File: config.mk
export PLATFORM = sky130hd
export DESIGN_NAME = avalon_ibex_translator_pipelined_flat
export DESIGN_NICKNAME = d
export VERILOG_FILES = /design/src/rtl/avalon_ibex_translator_pipelined_if.sv /design/src/rtl/avalon_ibex_translator_pipelined.sv /design/src/flat_wrapper.sv
export SDC_FILE = /design/constraint.sdc
export NUM_CORES = 1
export LEC_CHECK = 0
export BUFFER_PORTS_ARGS = -buffer_cell sky130_fd_sc_hd__buf_2
export CAP_MARGIN = 20
export CORE_ASPECT_RATIO = 1.2
export CORE_MARGIN = 10
export CORE_UTILIZATION = 36
export DETAILED_ROUTE_END_ITERATION = 16
export GPL_ROUTABILITY_DRIVEN = 0
export GPL_TIMING_DRIVEN = 1
export PLACE_DENSITY = 0.79
export SYNTH_ARGS = -nofsm -noshare
export SYNTH_HDL_FRONTEND = slang
export SYNTH_SLANG_ARGS = --single-unit
File: constraint.sdc
create_clock -name clk_i -period 2.2 [get_ports clk_i]
set_input_delay 0.33 -clock clk_i [delete_from_list [all_inputs] [get_ports clk_i]]
set_output_delay 0.33 -clock clk_i [all_outputs]
set_load 0.01 [all_outputs]
File: src/rtl/avalon_ibex_translator_pipelined_if.sv
// Bus bundle between the ibex LSU data port, the translator and the Avalon-MM fabric.
// "master" is the translator's view (it masters Avalon); "slave" is the surrounding system.
interface avalon_ibex_translator_pipelined_if #(
  parameter int AddrWidth = 32,
  parameter int DataWidth = 32
);
  localparam int BeWidth = DataWidth / 8;

  // ibex LSU side
  logic                 data_req_i;
  logic                 data_we_i;
  logic [BeWidth-1:0]   data_be_i;
  logic [AddrWidth-1:0] data_addr_i;
  logic [DataWidth-1:0] data_wdata_i;
  logic                 data_gnt_o;
  logic                 data_rvalid_o;
  logic [DataWidth-1:0] data_rdata_o;
  logic                 data_err_o;

  // Avalon-MM pipelined side
  logic [AddrWidth-1:0] avm_address;
  logic [BeWidth-1:0]   avm_byteenable;
  logic                 avm_read;
  logic                 avm_write;
  logic [DataWidth-1:0] avm_writedata;
  logic                 avm_waitrequest;
  logic                 avm_readdatavalid;
  logic [DataWidth-1:0] avm_readdata;
  logic [1:0]           avm_response;
  logic                 avm_writeresponsevalid;

  modport master (
    input  data_req_i, data_we_i, data_be_i, data_addr_i, data_wdata_i,
    output data_gnt_o, data_rvalid_o, data_rdata_o, data_err_o,
    output avm_address, avm_byteenable, avm_read, avm_write, avm_writedata,
    input  avm_waitrequest, avm_readdatavalid, avm_readdata, avm_response,
    input  avm_writeresponsevalid
  );

  modport slave (
    output data_req_i, data_we_i, data_be_i, data_addr_i, data_wdata_i,
    input  data_gnt_o, data_rvalid_o, data_rdata_o, data_err_o,
    input  avm_address, avm_byteenable, avm_read, avm_write, avm_writedata,
    output avm_waitrequest, avm_readdatavalid, avm_readdata, avm_response,
    output avm_writeresponsevalid
  );
endinterface

File: src/rtl/avalon_ibex_translator_pipelined.sv
// ibex LSU req/gnt/rvalid to Avalon-MM pipelined master with in-order tracking of
// up to MaxOutstanding transactions and optional Avalon write responses.
module avalon_ibex_translator_pipelined #(
  parameter int AddrWidth      = 32,
  parameter int DataWidth      = 32,
  parameter int MaxOutstanding = 2,
  parameter int WordAddr       = 1,
  parameter int WriteResponse  = 0,
  localparam int CntW          = $clog2(MaxOutstanding + 1)
) (
  input  logic            clk_i,
  input  logic            rst_ni,
  avalon_ibex_translator_pipelined_if.master bus,
  output logic [CntW-1:0] outstanding_o,
  output logic            protocol_err_o
);
  localparam int BeWidth = DataWidth / 8;
  localparam int BeShift = (BeWidth > 1) ? $clog2(BeWidth) : 0;
  localparam int PtrW    = (MaxOutstanding > 1) ? $clog2(MaxOutstanding) : 1;
  localparam bit WrRsp   = (WriteResponse != 0);

  logic [CntW-1:0]      count_reg, count_next;
  logic [PtrW-1:0]      wr_ptr_reg, rd_ptr_reg;
  logic                 fifo_reg [MaxOutstanding];
  logic                 wr_pend_reg;
  logic                 rvalid_reg;
  logic                 err_reg;
  logic [DataWidth-1:0] rdata_reg;
  logic                 protocol_err_reg;

  logic blocked, cmd_read, cmd_write, granted;
  logic push, pop, fifo_empty, head_is_write;
  logic rd_cpl, wr_cpl, stray, local_wr_done;

  function automatic logic [PtrW-1:0] ptr_inc(input logic [PtrW-1:0] p);
    return (p == PtrW'(MaxOutstanding - 1)) ? '0 : p + PtrW'(1);
  endfunction

  // Without write responses a write may only issue into a fully drained pipe, so
  // its locally generated rvalid can never overtake an outstanding read.
  always_comb begin
    fifo_empty    = (count_reg == '0);
    head_is_write = fifo_reg[rd_ptr_reg];
    blocked       = (count_reg == CntW'(MaxOutstanding)) |
                    (bus.data_we_i & ~WrRsp & (~fifo_empty | wr_pend_reg));
    cmd_read      = bus.data_req_i & ~bus.data_we_i & ~blocked;
    cmd_write     = bus.data_req_i &  bus.data_we_i & ~blocked;
    granted       = (cmd_read | cmd_write) & ~bus.avm_waitrequest;
    push          = granted & (~bus.data_we_i | WrRsp);
    local_wr_done = granted & bus.data_we_i & ~WrRsp;
    rd_cpl        = bus.avm_readdatavalid & ~fifo_empty & ~head_is_write;
    wr_cpl        = WrRsp & bus.avm_writeresponsevalid & ~fifo_empty & head_is_write;
    pop           = rd_cpl | wr_cpl;
    stray         = (bus.avm_readdatavalid & (fifo_empty | head_is_write)) |
                    (WrRsp & bus.avm_writeresponsevalid & (fifo_empty | ~head_is_write));
    count_next    = count_reg;
    if (push && !pop) begin
      count_next = count_reg + CntW'(1);
    end else if (pop && !push) begin
      count_next = count_reg - CntW'(1);
    end
  end

  assign bus.avm_read       = cmd_read;
  assign bus.avm_write      = cmd_write;
  assign bus.avm_address    = (WordAddr != 0) ? (bus.data_addr_i >> BeShift) : bus.data_addr_i;
  assign bus.avm_byteenable = bus.data_be_i;
  assign bus.avm_writedata  = bus.data_wdata_i;
  assign bus.data_gnt_o     = granted;
  assign bus.data_rvalid_o  = rvalid_reg;
  assign bus.data_rdata_o   = rdata_reg;
  assign bus.data_err_o     = err_reg;
  assign outstanding_o      = count_reg;
  assign protocol_err_o     = protocol_err_reg;

  // One type bit per tracking slot: 1 marks a write awaiting its write response.
  for (genvar gi = 0; gi < MaxOutstanding; gi++) begin : g_fifo
    always_ff @(posedge clk_i or negedge rst_ni) begin
      if (!rst_ni) begin
        fifo_reg[gi] <= 1'b0;
      end else if (push && (wr_ptr_reg == PtrW'(gi))) begin
        fifo_reg[gi] <= bus.data_we_i;
      end
    end
  end

  always_ff @(posedge clk_i or negedge rst_ni) begin
    if (!rst_ni) begin
      count_reg        <= '0;
      wr_ptr_reg       <= '0;
      rd_ptr_reg       <= '0;
      wr_pend_reg      <= 1'b0;
      rvalid_reg       <= 1'b0;
      err_reg          <= 1'b0;
      rdata_reg        <= '0;
      protocol_err_reg <= 1'b0;
    end else begin
      count_reg        <= count_next;
      wr_pend_reg      <= local_wr_done;
      rvalid_reg       <= pop | local_wr_done;
      protocol_err_reg <= protocol_err_reg | stray;
      if (push) begin
        wr_ptr_reg <= ptr_inc(wr_ptr_reg);
      end
      if (pop) begin
        rd_ptr_reg <= ptr_inc(rd_ptr_reg);
        err_reg    <= (bus.avm_response != 2'b00);
        rdata_reg  <= rd_cpl ? bus.avm_readdata : '0;
      end else if (local_wr_done) begin
        err_reg   <= 1'b0;
        rdata_reg <= '0;
      end
    end
  end
endmodule
File: src/flat_wrapper.sv
// flat-port wrapper written by rule: the top's interface ports become plain ports
module avalon_ibex_translator_pipelined_flat 
#(
  parameter int AddrWidth      = 32,
  parameter int DataWidth      = 32,
  parameter int MaxOutstanding = 2,
  parameter int WordAddr       = 1,
  parameter int WriteResponse  = 0,
  localparam int CntW          = $clog2(MaxOutstanding + 1)
)
  (clk_i, rst_ni, outstanding_o, protocol_err_o, bus_data_req_i, bus_data_we_i, bus_data_be_i, bus_data_addr_i, bus_data_wdata_i, bus_data_gnt_o, bus_data_rvalid_o, bus_data_rdata_o, bus_data_err_o, bus_avm_address, bus_avm_byteenable, bus_avm_read, bus_avm_write, bus_avm_writedata, bus_avm_waitrequest, bus_avm_readdatavalid, bus_avm_readdata, bus_avm_response, bus_avm_writeresponsevalid);
  avalon_ibex_translator_pipelined_if #(.AddrWidth(AddrWidth), .DataWidth(DataWidth)) bus_i ();
  input  logic clk_i;
  input  logic rst_ni;
  output logic [CntW-1:0] outstanding_o;
  output logic protocol_err_o;
  input wire logic [$bits(bus_i.data_req_i)-1:0] bus_data_req_i;
  input wire logic [$bits(bus_i.data_we_i)-1:0] bus_data_we_i;
  input wire logic [$bits(bus_i.data_be_i)-1:0] bus_data_be_i;
  input wire logic [$bits(bus_i.data_addr_i)-1:0] bus_data_addr_i;
  input wire logic [$bits(bus_i.data_wdata_i)-1:0] bus_data_wdata_i;
  output wire logic [$bits(bus_i.data_gnt_o)-1:0] bus_data_gnt_o;
  output wire logic [$bits(bus_i.data_rvalid_o)-1:0] bus_data_rvalid_o;
  output wire logic [$bits(bus_i.data_rdata_o)-1:0] bus_data_rdata_o;
  output wire logic [$bits(bus_i.data_err_o)-1:0] bus_data_err_o;
  output wire logic [$bits(bus_i.avm_address)-1:0] bus_avm_address;
  output wire logic [$bits(bus_i.avm_byteenable)-1:0] bus_avm_byteenable;
  output wire logic [$bits(bus_i.avm_read)-1:0] bus_avm_read;
  output wire logic [$bits(bus_i.avm_write)-1:0] bus_avm_write;
  output wire logic [$bits(bus_i.avm_writedata)-1:0] bus_avm_writedata;
  input wire logic [$bits(bus_i.avm_waitrequest)-1:0] bus_avm_waitrequest;
  input wire logic [$bits(bus_i.avm_readdatavalid)-1:0] bus_avm_readdatavalid;
  input wire logic [$bits(bus_i.avm_readdata)-1:0] bus_avm_readdata;
  input wire logic [$bits(bus_i.avm_response)-1:0] bus_avm_response;
  input wire logic [$bits(bus_i.avm_writeresponsevalid)-1:0] bus_avm_writeresponsevalid;
  assign bus_i.data_req_i = bus_data_req_i;
  assign bus_i.data_we_i = bus_data_we_i;
  assign bus_i.data_be_i = bus_data_be_i;
  assign bus_i.data_addr_i = bus_data_addr_i;
  assign bus_i.data_wdata_i = bus_data_wdata_i;
  assign bus_data_gnt_o = bus_i.data_gnt_o;
  assign bus_data_rvalid_o = bus_i.data_rvalid_o;
  assign bus_data_rdata_o = bus_i.data_rdata_o;
  assign bus_data_err_o = bus_i.data_err_o;
  assign bus_avm_address = bus_i.avm_address;
  assign bus_avm_byteenable = bus_i.avm_byteenable;
  assign bus_avm_read = bus_i.avm_read;
  assign bus_avm_write = bus_i.avm_write;
  assign bus_avm_writedata = bus_i.avm_writedata;
  assign bus_i.avm_waitrequest = bus_avm_waitrequest;
  assign bus_i.avm_readdatavalid = bus_avm_readdatavalid;
  assign bus_i.avm_readdata = bus_avm_readdata;
  assign bus_i.avm_response = bus_avm_response;
  assign bus_i.avm_writeresponsevalid = bus_avm_writeresponsevalid;
  avalon_ibex_translator_pipelined #(.AddrWidth(AddrWidth), .DataWidth(DataWidth), .MaxOutstanding(MaxOutstanding), .WordAddr(WordAddr), .WriteResponse(WriteResponse)) u_core (.clk_i(clk_i), .rst_ni(rst_ni), .bus(bus_i), .outstanding_o(outstanding_o), .protocol_err_o(protocol_err_o));
endmodule
# Word level (Yosys, flattened, before mapping)
# Cells that the tools add are included.
# Widths: inputs -> output; s select.
[totals]
register_bits = 42
input_bits = 109
output_inout_bits = 108
wordCells = 61
[op_classes]
n_addsub = 4
n_lt_le_gt_ge = 1
eq_ne = 1
n_mux = 11
bitwise = 24
reduce_logical = 10
[ops]
columns = ["cell", "n"]
rows = [
  ["$mux 32", 2],
  ["$and 1x1->1", 11],
  ["$mux 1", 7],
  ["$not 1->1", 6],
  ["$or 1x1->1", 6],
  ["$reduce_bool 2->1", 3],
  ["$logic_and 1x1->1", 4],
  ["$mux 2", 2],
  ["$add 1x1->1 const B", 2],
  ["$add 2x1->2 const B", 1],
  ["$eq 2x2->1 const B", 1],
  ["$ge 2x2->1 const B", 1],
  ["$logic_not 1->1", 2],
  ["$logic_not 2->1", 1],
  ["$not 1->2", 1],
  ["$sub 2x1->2 const B", 1],
]

# Logic depth before layout (Yosys ltp)
[logic_depth]
ltp_word = 14
ltp_mapped = 9
depth_no_buf = 7

# Worst setup path before layout
# Ideal clock, no wire load.
[synth_path]
kind = "reg-to-reg"
from = "reg u_core.count_reg[0], in the netlist u_core.outstanding_o[0]"
to = "reg u_core.rdata_reg[10], in the netlist u_core.bus.data_rdata_o[10]"
setup_time_ns = 0.121
arrival_time_ns = 1.615
required_ns = 2.079
setup_slack_ns = 0.464
stages_incl_launch_ff = 6
path_buffers = 2
synth_period_minus_slack_ns = 1.736
path_cell_list = "dfrtp_1 buf_6 or4b_4 a2bb2oi_2 buf_6 a22o_1"
[synth_between]
elab_chain_len = 11
elab_cells_between_ends = 16
classes_between = "1 x eq/ne; 1 x mux; 12 x bitwise; 2 x reduce/logical"
[synth_rtl]
columns = ["item", "line", "text"]
rows = [
  ["from (decl)", "avalon_ibex_translator_pipelined.sv:22", "logic [CntW-1:0] count_reg, count_next;"],
  ["from (signal assigned)", "avalon_ibex_translator_pipelined.sv:98", "count_reg <= count_next;"],
  ["$logic_not 2->1", "avalon_ibex_translator_pipelined.sv:42", "fifo_empty = (count_reg == '0);"],
  ["$not 1->1", "avalon_ibex_translator_pipelined.sv:45, avalon_ibex_translator_pipelined.sv:51", ""],
  ["$or 1x1->1", "avalon_ibex_translator_pipelined.sv:45", "(bus.data_we_i & ~WrRsp & (~fifo_empty | wr_pend_reg));"],
  ["$and 1x1->1", "avalon_ibex_translator_pipelined.sv:45", ""],
  ["$or 1x1->1", "avalon_ibex_translator_pipelined.sv:44", "blocked = (count_reg == CntW'(MaxOutstanding)) |"],
  ["$not 1->1", "avalon_ibex_translator_pipelined.sv:46, avalon_ibex_translator_pipelined.sv:47", ""],
  ["$and 1x1->1, on equally long branches", "avalon_ibex_translator_pipelined.sv:46, avalon_ibex_translator_pipelined.sv:47", ""],
  ["$or 1x1->1", "avalon_ibex_translator_pipelined.sv:48", "granted = (cmd_read | cmd_write) & ~bus.avm_waitrequest;"],
  ["$and 1x1->1", "avalon_ibex_translator_pipelined.sv:48", ""],
  ["$and 1x1->1", "avalon_ibex_translator_pipelined.sv:50", "local_wr_done = granted & bus.data_we_i & ~WrRsp;"],
  ["$reduce_bool 2->1 (no line)", "-", ""],
  ["to (signal assigned)", "avalon_ibex_translator_pipelined.sv:108", "rdata_reg <= rd_cpl ? bus.avm_readdata : '0;"],
  ["to (decl)", "avalon_ibex_translator_pipelined.sv:28", "logic [DataWidth-1:0] rdata_reg;"],
]
# Several ways; a longest one is shown, not always the timed one.
# A chain may end at the register's enable or synchronous reset.

# Final worst setup path
[layout_path]
from = "reg u_core.count_reg[0], in the netlist u_core.outstanding_o[0]"
to = "reg u_core.rdata_reg[24], in the netlist u_core.bus.data_rdata_o[24]"
# Same word-level chain as after synthesis.

==> results.md <==
- Outcome: complete, no violations
- Post-synth top cells: 70 x buf_4, 42 x dfrtp_1, 29 x a22o_1, 6 x buf_6
- Multi-input gate area: approximately 500 um2
- Clock tree buffer depth: 2
- Worst skew pair latency: approximately 0.28 ns
- Distinct cells, synth: 23
- Crit Path Max Fanout: 18
- First-pass detailed-route iteration total: 4
- Final Hold Viols: 0
- Initial core utilization: approximately 38%
- Wire length on met1: 1830 um
- Slew Limit Fails: 0
- Mapped Cells: roughly 180
- Die area: 0.00949 mm2
- WL/cell: 17.8 um
- Final period util: around 85%
- Ys Warns: 0
- DR vias: 1298
- CP arrival: about 2.1 ns
- H-tree depth: 2
- Clock-pin slew on the worst setup and hold paths: 0.08 ns
- Die H: ~100 um
- Post-synthesis async set-or-reset flop share: 100%
- Crit. End Element: flip-flop
- Yosys reg bits: 42
- Storage element area: around 0.0011 mm2
- Yosys top cell by area: dfrtp_1
- Inserted Diodes: 0
- Count leader, synth: buf_4
- DRT iter0 DRCs: 50
- Largest register FFs: 32
- Fraction of layout cells with a size suffix above 1: roughly half
- Post-DP Area: 0.00211 mm2
- Maximum VDD drop: about 0.5 mV
- Crit Path Category: reg2reg
- Post-route design area: between 0.002 and 0.0025 mm2
- CTS tree: yes
- Die extent in x: 90.6 um
- Main synth FF type: dfrtp_1
- Worst path top cell family by delay: compound AO/OA/AOI/OAI gates
- Vias in the first global route: approximately 1.5k
- IO Pins: roughly 220
- Final WL: about 5000 um
- Global route total overflow: 0
- Core box area: 0.00574 mm2
- Lkg Pwr: 1.16 nW
- Slew margin rel.: 44.2%
- CP max-delay cell: a2bb2oi_2
- Pin count of the biggest net entering global routing: 33
- Critical Path Max Stage Delay: about 0.67 ns
- Unrepaired setup endpoints after global routing: no
- Type of origin of the critical path: flip-flop
- Input/output buffers: 79
- Setup violators final: 0
- Sequence of cells on the critical path: buf_4 -> o21a_1 -> a2bb2oi_2 -> buf_12 -> a22o_1
- R2r startpoint: u_core.outstanding_o[0]
- Power Total: about 3.0 mW
- # rows: 30
- Net total in the final layout: between 300 and 400
- DRC viols: 0
- Clock skew: around 0.0032 ns
- Top layer in use: met4
- Cts bufs inserted: 5
- Max-cap violations: 0
- DR vias/cell: 4.64
- Worst-Margin Slew: 0.836 ns
- Metal2 WL: around 2400 um
- Worst path buffer plus inverter count: 2
- Synthesized area: roughly 0.0022 mm2
- P&R area growth vs syn: 2.67%
- WHS: 0.266 ns
- # fillers: 558
- Clk root buf: clkbuf_8
- Final design utilization: around two fifths
- Fmax: ~530 MHz
- Post-synthesis sequential area ratio: about 49%
- CP required: 2.42 ns
- Post-DP HPWL: about 3800 um
- Initial antenna violation count: 0
- Period minus WS final: 1.88 ns
- Avg Inst Size Synth: 11.8 um2
- GRT Total Usage: 10.5%
- Pwr Density: ~1300 mW/mm2
- Routed Antenna Nets: 0
- Met3 wire length: 514 um
- Post-synth top area share: about half
- Worst hold path class: in2reg
- Hold path startpoint: bus_avm_readdatavalid
- Setup TNS: 0 ns
- Synth area leaders: dfrtp_1 49%, buf_4 24%, a22o_1 12%
- First-pass GRT wire length: ~8200 um
- Number of flops mapped to enable cells by yosys: 0
- # clock sinks: 42
- Beginning of the critical path: u_core.outstanding_o[0]
[worst paths after layout]
path / end / slack [ns] / cells past startpoint
setup reg to reg: u_core.bus.data_rdata_o[24] / 0.32 / 5
hold reg to reg: u_core.protocol_err_o / 0.45 / 1
hold / removal: u_core.protocol_err_o / 0.27 / 2
max in group asynchronous: u_core.bus.data_rdata_o[0] / 1.01 / 3
min in group asynchronous: u_core.bus.data_rdata_o[18] / 0.52 / 2
setup / recovery: u_core.bus.data_rdata_o[24] / 0.32 / 5
[through the flow]
| step | cells | worst slack, ns |
|---|---|---|
| detailed placement | 271 | 0.286 |
| floorplan | 183 | 0.464 |
| finish | 280 | 0.319 |
| CTS | 280 | 0.267 |
| global placement | 271 | 0.349 |
| global route | 280 | 0.122 |
[cell type report]
| cell class | instances | share of cell area (%) |
|---|---|---|
| Multi-Input combinational cell | 61 | 22.6 |
| Sequential cell | 42 | 47.5 |
| Tap cell | 80 | 4.52 |
| Timing Repair Buffer | 85 | 20.6 |
| Clock inverter | 1 | 0.226 |
| Inverter | 4 | 0.679 |
| Clock buffer | 7 | 3.90 |
[layout by cell type (no fill, tap or decap)]
| cell type | instances |
|---|---|
| nor3b_1 | 1 |
| conb_1 | 2 |
| dfrtp_1 | 42 |
| a21boi_0 | 2 |
| inv_1 | 4 |
| o21ai_0 | 2 |
| buf_2 | 79 |
| and2_1 | 1 |
| or4b_4 | 1 |
| a2bb2oi_2 | 1 |
| dlygate4sd3_1 | 1 |
| nor3_1 | 2 |
| a22o_2 | 3 |
| mux2i_1 | 2 |
| nor2_1 | 4 |
| o21a_1 | 2 |
| buf_4 | 4 |
| clkinv_2 | 1 |
| a22o_1 | 29 |
| ha_1 | 1 |
| buf_12 | 1 |
| or2b_1 | 1 |
| a21o_1 | 1 |
| clkbuf_8 | 6 |
| and2b_2 | 1 |
| xor2_1 | 2 |
| xnor2_1 | 3 |
| clkbuf_1 | 1 |
[what timing repair did]
action | CTS | global route
hold endpoints to repair | 17 | 0
gates resized for setup | 0 | 0
setup buffers | 0 | 0
hold buffers | 1 | 0
[cell families after synthesis]
| logic type | after synthesis | synth area share, % |
|---|---|---|
| buffers and inverters | 80 | 28.2 |
| flip-flops | 42 | 48.8 |
| AO/OA/AOI/OAI | 40 | 16.1 |
| AND/OR/NAND/NOR | 11 | 3.19 |
| XOR/XNOR | 5 | 2.03 |
| multiplexers | 2 | 0.929 |
| adder cells (fa/ha/maj) | 1 | 0.581 |
| other | 1 | 0.174 |
[metal layers]
layer  vias to the layer above  global-route usage, %
li1                        586                      -
met2                        75                   16.8
met3                        40                   5.94
met5                         -                      0
met4                         0                   6.49
met1                       597                   10.5
[power breakdown]
group          internal, mW  switching (mW)  total [mW]
logic                 0.576           0.616        1.19
registers              1.10           0.180        1.28
clock network         0.253           0.241       0.494
total                  1.93            1.04        2.96
[worst reg2reg max path, cell delays in order (launching register included)]
cell and delay [ns]:
dfrtp_1 0.38, buf_4 0.17, o21a_1 0.21, a2bb2oi_2 0.67, buf_12 0.24, a22o_1 0.15
(Power assumes the default switching activity.)
